<file path="config.mk">
export PLATFORM = sky130hd
export DESIGN_NAME = seg7_monitor
export DESIGN_NICKNAME = d
export VERILOG_FILES = /design/src/rtl/seg7_mon_pkg.sv /design/src/rtl/seg7_mon_fifo.sv /design/src/rtl/seg7_monitor.sv
export SDC_FILE = /design/constraint.sdc
export NUM_CORES = 1
export LEC_CHECK = 0
export ABC_AREA = 1
export CORE_MARGIN = 2
export CORE_UTILIZATION = 55
export CTS_CLUSTER_SIZE = 28
export DETAILED_ROUTE_END_ITERATION = 6
export PLACE_DENSITY = 0.86
export SKIP_LAST_GASP = 1
export SLEW_MARGIN = 30
export SYNTH_ARGS = -nofsm -noshare
export SYNTH_HDL_FRONTEND = slang
export SYNTH_SLANG_ARGS = --single-unit
</file>
<file path="constraint.sdc">
create_clock -name clk -period 7.42 [get_ports clk]
set_clock_uncertainty 0.15 [all_clocks]
set_input_delay 0.742 -clock clk [delete_from_list [all_inputs] [get_ports clk]]
set_output_delay 0.742 -clock clk [all_outputs]
set_load 0.05 [all_outputs]
</file>
<file path="src/rtl/seg7_mon_pkg.sv">
// Shared constants, log entry type and digit decoder for seg7_monitor.
// SEG7_MON_TIMESTAMP_EN adds a 16-bit commit timestamp to each entry.
package seg7_mon_pkg;

  localparam logic [6:0] SEG_0     = 7'b0000001;
  localparam logic [6:0] SEG_1     = 7'b1001111;
  localparam logic [6:0] SEG_2     = 7'b0010010;
  localparam logic [6:0] SEG_3     = 7'b0000110;
  localparam logic [6:0] SEG_4     = 7'b1001100;
  localparam logic [6:0] SEG_5     = 7'b0100100;
  localparam logic [6:0] SEG_6     = 7'b0100000;
  localparam logic [6:0] SEG_7     = 7'b0001111;
  localparam logic [6:0] SEG_8     = 7'b0000000;
  localparam logic [6:0] SEG_9     = 7'b0000100;
  localparam logic [6:0] SEG_BLANK = 7'b1111111;
  localparam logic [6:0] ERR_VALUE = 7'd127;

  typedef struct packed {
    logic       err;
    logic [6:0] value;
`ifdef SEG7_MON_TIMESTAMP_EN
    logic [15:0] stamp;
`endif
  } entry_t;

  // Returns {ok, digit}; ok=0 for anything that is not a lit digit 0..9.
  function automatic logic [4:0] seg_digit(input logic [6:0] pat);
    case (pat)
      SEG_0:   return {1'b1, 4'd0};
      SEG_1:   return {1'b1, 4'd1};
      SEG_2:   return {1'b1, 4'd2};
      SEG_3:   return {1'b1, 4'd3};
      SEG_4:   return {1'b1, 4'd4};
      SEG_5:   return {1'b1, 4'd5};
      SEG_6:   return {1'b1, 4'd6};
      SEG_7:   return {1'b1, 4'd7};
      SEG_8:   return {1'b1, 4'd8};
      SEG_9:   return {1'b1, 4'd9};
      default: return 5'b0;
    endcase
  endfunction

endpackage

</file>
<file path="src/rtl/seg7_mon_fifo.sv">
// First-word fall-through FIFO; head is visible whenever not empty, zero otherwise.
module seg7_mon_fifo #(
  parameter int W     = 8,
  parameter int DEPTH = 8
) (
  input  logic                     clk,
  input  logic                     rst_n,
  input  logic                     push,
  input  logic [W-1:0]             din,
  input  logic                     pop,
  output logic [W-1:0]             dout,
  output logic                     empty,
  output logic                     full,
  output logic [$clog2(DEPTH):0]   level
);

  localparam int AW = $clog2(DEPTH);

  logic [W-1:0]  mem [DEPTH];
  logic [AW-1:0] rd_ptr, wr_ptr;
  logic          do_pop, do_push;

  assign empty   = (level == '0);
  assign full    = (level == (AW+1)'(DEPTH));
  assign do_pop  = pop && !empty;
  // A pop frees the slot in the same edge, so a full FIFO still takes the push.
  assign do_push = push && (!full || do_pop);
  assign dout    = empty ? '0 : mem[rd_ptr];

  always_ff @(posedge clk or negedge rst_n) begin
    if (!rst_n) begin
      rd_ptr <= '0;
      wr_ptr <= '0;
      level  <= '0;
    end else begin
      if (do_push) wr_ptr <= wr_ptr + 1'b1;
      if (do_pop)  rd_ptr <= rd_ptr + 1'b1;
      level <= level + (AW+1)'(do_push) - (AW+1)'(do_pop);
    end
  end

  always_ff @(posedge clk) begin
    if (do_push) mem[wr_ptr] <= din;
  end

endmodule

</file>
<file path="src/rtl/seg7_monitor.sv">
// Samples two seven-segment digits, waits for them to settle and logs each new value.
// SEG7_MON_TIMESTAMP_EN adds out_stamp, the cycle count captured at commit.
module seg7_monitor
  import seg7_mon_pkg::*;
#(
  parameter int STABLE_CYCLES = 4,
  parameter int FIFO_DEPTH    = 8
) (
  input  logic                          clk,
  input  logic                          Reset,
  input  logic [6:0]                    Tens,
  input  logic [6:0]                    Ones,
  input  logic                          out_ready,
  input  logic                          clr_overflow,
  output logic                          out_valid,
  output logic [6:0]                    out_value,
  output logic                          out_err,
  output logic [$clog2(FIFO_DEPTH):0]   level,
`ifdef SEG7_MON_TIMESTAMP_EN
  output logic [15:0]                   out_stamp,
`endif
  output logic                          overflow
);

  localparam logic [7:0] CNT_MAX = 8'(STABLE_CYCLES - 1);

  logic [6:0] samp_tens, samp_ones, last_tens, last_ones;
  logic [7:0] cnt;
  logic       none_yet, differs, commit;
  logic       push_q, pop, empty, full, drop;
  logic [4:0] dig_tens, dig_ones;
  entry_t     entry, entry_q, head;

  assign differs = {Tens, Ones} != {samp_tens, samp_ones};
  assign commit  = (cnt == CNT_MAX) &&
                   (none_yet || {samp_tens, samp_ones} != {last_tens, last_ones});

`ifdef SEG7_MON_TIMESTAMP_EN
  logic [15:0] stamp;
  always_ff @(posedge clk or negedge Reset) begin
    if (!Reset) stamp <= '0;
    else        stamp <= stamp + 16'd1;
  end
  assign out_stamp = head.stamp;
`endif

  // A blank tens digit is a suppressed leading zero; a blank ones digit is not.
  always_comb begin
    entry    = '0;
    dig_tens = (samp_tens == SEG_BLANK) ? {1'b1, 4'd0} : seg_digit(samp_tens);
    dig_ones = seg_digit(samp_ones);
    entry.err   = !(dig_tens[4] && dig_ones[4]);
    entry.value = entry.err ? ERR_VALUE
                            : {3'b0, dig_tens[3:0]} * 7'd10 + {3'b0, dig_ones[3:0]};
`ifdef SEG7_MON_TIMESTAMP_EN
    entry.stamp = stamp;
`endif
  end

  always_ff @(posedge clk or negedge Reset) begin
    if (!Reset) begin
      samp_tens <= SEG_BLANK;
      samp_ones <= SEG_BLANK;
      last_tens <= SEG_BLANK;
      last_ones <= SEG_BLANK;
      cnt       <= '0;
      none_yet  <= 1'b1;
      push_q    <= 1'b0;
      entry_q   <= '0;
      overflow  <= 1'b0;
    end else begin
      samp_tens <= Tens;
      samp_ones <= Ones;
      if (differs)              cnt <= '0;
      else if (cnt != CNT_MAX)  cnt <= cnt + 8'd1;
      push_q <= commit;
      // Last-committed pair tracks commits even when the push is later dropped.
      if (commit) begin
        entry_q   <= entry;
        last_tens <= samp_tens;
        last_ones <= samp_ones;
        none_yet  <= 1'b0;
      end
      if (drop)              overflow <= 1'b1;
      else if (clr_overflow) overflow <= 1'b0;
    end
  end

  assign pop  = out_valid && out_ready;
  assign drop = push_q && full && !pop;

  seg7_mon_fifo #(
    .W     ($bits(entry_t)),
    .DEPTH (FIFO_DEPTH)
  ) u_fifo (
    .clk   (clk),
    .rst_n (Reset),
    .push  (push_q),
    .din   (entry_q),
    .pop   (pop),
    .dout  (head),
    .empty (empty),
    .full  (full),
    .level (level)
  );

  assign out_valid = !empty;
  assign out_value = head.value;
  assign out_err   = head.err;

endmodule

</file>
==> run_results.csv <==
group,metric,value,unit
run_status,status,"completed",
logic_synthesis,ys.flop_type,"edfxtp_1",
clock_tree,numClockSinks,121,
route,wl_per_cell,15.6,um
power_and_ir_drop,p_leak,0.00274,uW
floorplan,num_rows,37,
clock_tree,clk_pin_slew,0.06,ns
logic_synthesis,syn_inst,617,
clock_tree,worstSkewPairLatency,0.53,ns
cells_and_area,nFillCells,752,
floorplan,die-area,11500,um2
setup_path,critPathLaunch,"u_fifo.rd_ptr[0]",
placed_design,hpwlAfterDp,8510,um
setup_path,crit_top_cell,"o21ai_0",
floorplan,start_util,56.7,%
floorplan,io_pins,32,
floorplan,core_area,10300,um2
clock_tree,post_cts.repair.setup_buffers,0,
route,vias,4406,
timing,finalSetupTns,0,ns
logic_synthesis,ys_seq_area_share,57.8,%
route,firstDrtPassIters,5,
setup_path,worst_setup_path_start_kind,"flop",
grt,grt_max_degree,58,
setup_path,reg2reg_slack,4.17,ns
power_and_ir_drop,ir_worst_vdd,0.000257,V
setup_path,critical_path_depth,6,
setup_path,crit_family,"buffers and inverters",
power_and_ir_drop,powerDensity,318,nW/um2
setup_path,crit_end,"out_value[5]",
timing,fin_crit,4.55,ns
logic_synthesis,synth_cell_type_count,37,
timing,fmax,0.220,GHz
logic_synthesis,syn-num-nets,651,
setup_path,worst-path-buf-inv,2,
timing,whs,0.200,ns
cells_and_area,diodes,0,
cells_and_area,nets,688,
floorplan,die_x,107,um
placed_design,globalplace.congestion,0.930,
grt,grt_pass1_wl,21100,um
placed_design,portBuffers,31,
setup_path,worstPathRequired,6.53,ns
logic_synthesis,synth_commonest_cells,"113 x nor2_1, 111 x nand2_1, 64 x edfxtp_1",
logic_synthesis,synth_top_area_cell,"edfxtp_1",
logic_synthesis,synth_most_common_cell,"nor2_1",
logic_synthesis,syn-cell-area,5850,um2
logic_synthesis,synthArstFlopShare,47.1,%
route,via_per_inst,5.49,
timing,setup_viol,0,
route,drtAntennaViolNets,0,
clock_tree,cts_root_buffer,"clkbuf_8",
logic_synthesis,ys_ff_latch,121,
timing,rsz0062_at_grt,"false",
logic_synthesis,avgSynthCellArea,9.48,um2
clock_tree,cts_resized,0,
hold_path,hold_path.class,"input port to async pin",
clock_tree,numCtsBuffers,17,
timing,worst_pin_slew,1.01,ns
flow_run,maxCapViolations,0,
cells_and_area,syn_to_final_growth,16.7,%
cells_and_area,multi_input_area,2160,um2
cells_and_area,regArea,3380,um2
clock_tree,cts_hold_buf,0,
grt,grtUsageTotal,23.9,%
setup_path,worst_setup_path_end_kind,"output pin",
setup_path,critPathSlowestCell,"dfrtp_1",
setup_path,r2r_start,"samp_tens[1]",
timing,hold_viol,0,
grt,grt_pass1_vias,4362,
timing,post-route-period-util,61.3,%
route,drt-initial-drc-count,319,
logic_synthesis,yosysWarnings,0,
setup_path,path_cells,"inv_1, o21ai_0, o22ai_1, o21ai_0, a31oi_1, clkdlybuf4s50_1",
placed_design,pre_cts_slack,3.49,ns
setup_path,max_stage_delay,0.95,ns
logic_synthesis,yosysTopAreaCellShare,32.8,%
setup_path,reg2regPathDepth,16,
power_and_ir_drop,power.total,2180,uW
clock_tree,cts_tree,"yes",
logic_synthesis,post_synth_main_area_contributors,"edfxtp_1 33%, dfstp_2 13%, dfrtp_1 12%, nor2_1 7.2%, nand2_1 7.1%",
grt,overflow,0,
floorplan,die-height,107,um
timing,setup_slack,2.87,ns
logic_synthesis,synth_edf_count,64,
setup_path,worstPathMaxFanout,34,
clock_tree,h-tree-depth,4,
route,drcViolationCount,0,
setup_path,worstSetupPathType,"flop to output pin",
setup_path,crit_arrival,3.66,ns
clock_tree,clk_path_buf_depth,2,
cells_and_area,final_core_util,66.2,%
timing,slew_headroom,32.3,%
setup_path,worst_r2r_endpoint,"entry_q[6]",
grt,grt_antenna_before_repair,0,
timing,slew_viol_final,0,
cells_and_area,drive_gt1_share,14.7,%
route,drt_wl_total,12500,um
-- logic make-up after synthesis --
group / after synthesis / synth area share [%]
XOR/XNOR: 20 / 2.99
AND/OR/NAND/NOR: 285 / 21.2
adder cells (fa/ha/maj): 16 / 3.81
AO/OA/AOI/OAI: 96 / 8.70
multiplexers: 1 / 0.171
buffers and inverters: 78 / 5.30
flip-flops: 121 / 57.8
-- stage by stage --
step                cell area, um2  std cells
global placement              6260        771
floorplan                     5850        617
finish                        6830        803
CTS                           6830        803
detailed placement            6260        771
global route                  6830        803
-- cells in the final DEF, fill, tap and decap left out, types with 13 or more instances in the layout --
cell	n
nor2_1	113
nand2_1	111
edfxtp_1	64
o21ai_0	47
inv_1	44
clkdlybuf4s50_1	30
dfstp_2	29
dfrtp_1	28
nand3_1	23
inv_2	20
o21ai_1	17
clkbuf_16	16
a21oi_1	13
xnor2_1	13
ha_1	13
-- routing by layer --
layer,wire length [um],track usage [%],vias to the layer above
met5,0,0,-
met3,637,4.50,29
met4,260,10.6,0
li1,-,-,2127
met1,5180,29.4,2090
met2,6420,41.0,160
-- cell type report --
type                       count  area share, %
tap                          136           2.49
multi-input combinational    418           31.6
sequential                   121           49.6
timing repair buffer          32           4.58
inverter                      64           3.52
clock buffer                  19           6.17
clock inverter                13           2.12
-- sequential cells by signal, summed over array words and instances (netlist names), 4 cells and up --
name / flops
last_tens: 7
samp_ones: 7
samp_tens: 7
entry_q: 8
u_fifo.mem: 64
u_fifo.level: 4
last_ones: 7
cnt: 8
-- power by group --
part           total, uW  internal, uW  leakage [uW]  switching, uW
clock network        786           480      0.000271            305
logic                601           199       0.00132            402
registers            789           731       0.00115           57.6
-- worst min-delay path by stage --
stage	from	to	slack (ns)	cells past startpoint
after global placement	none_yet	none_yet	0.32	2
after global routing	Reset	cnt[0]	0.26	2
final	Reset	cnt[0]	0.20	2
after detailed placement	last_ones[0]	last_ones[0]	0.32	2
after floorplan	none_yet	none_yet	0.29	2
after CTS	Reset	cnt[0]	0.23	2
(Power assumes the default switching activity.)
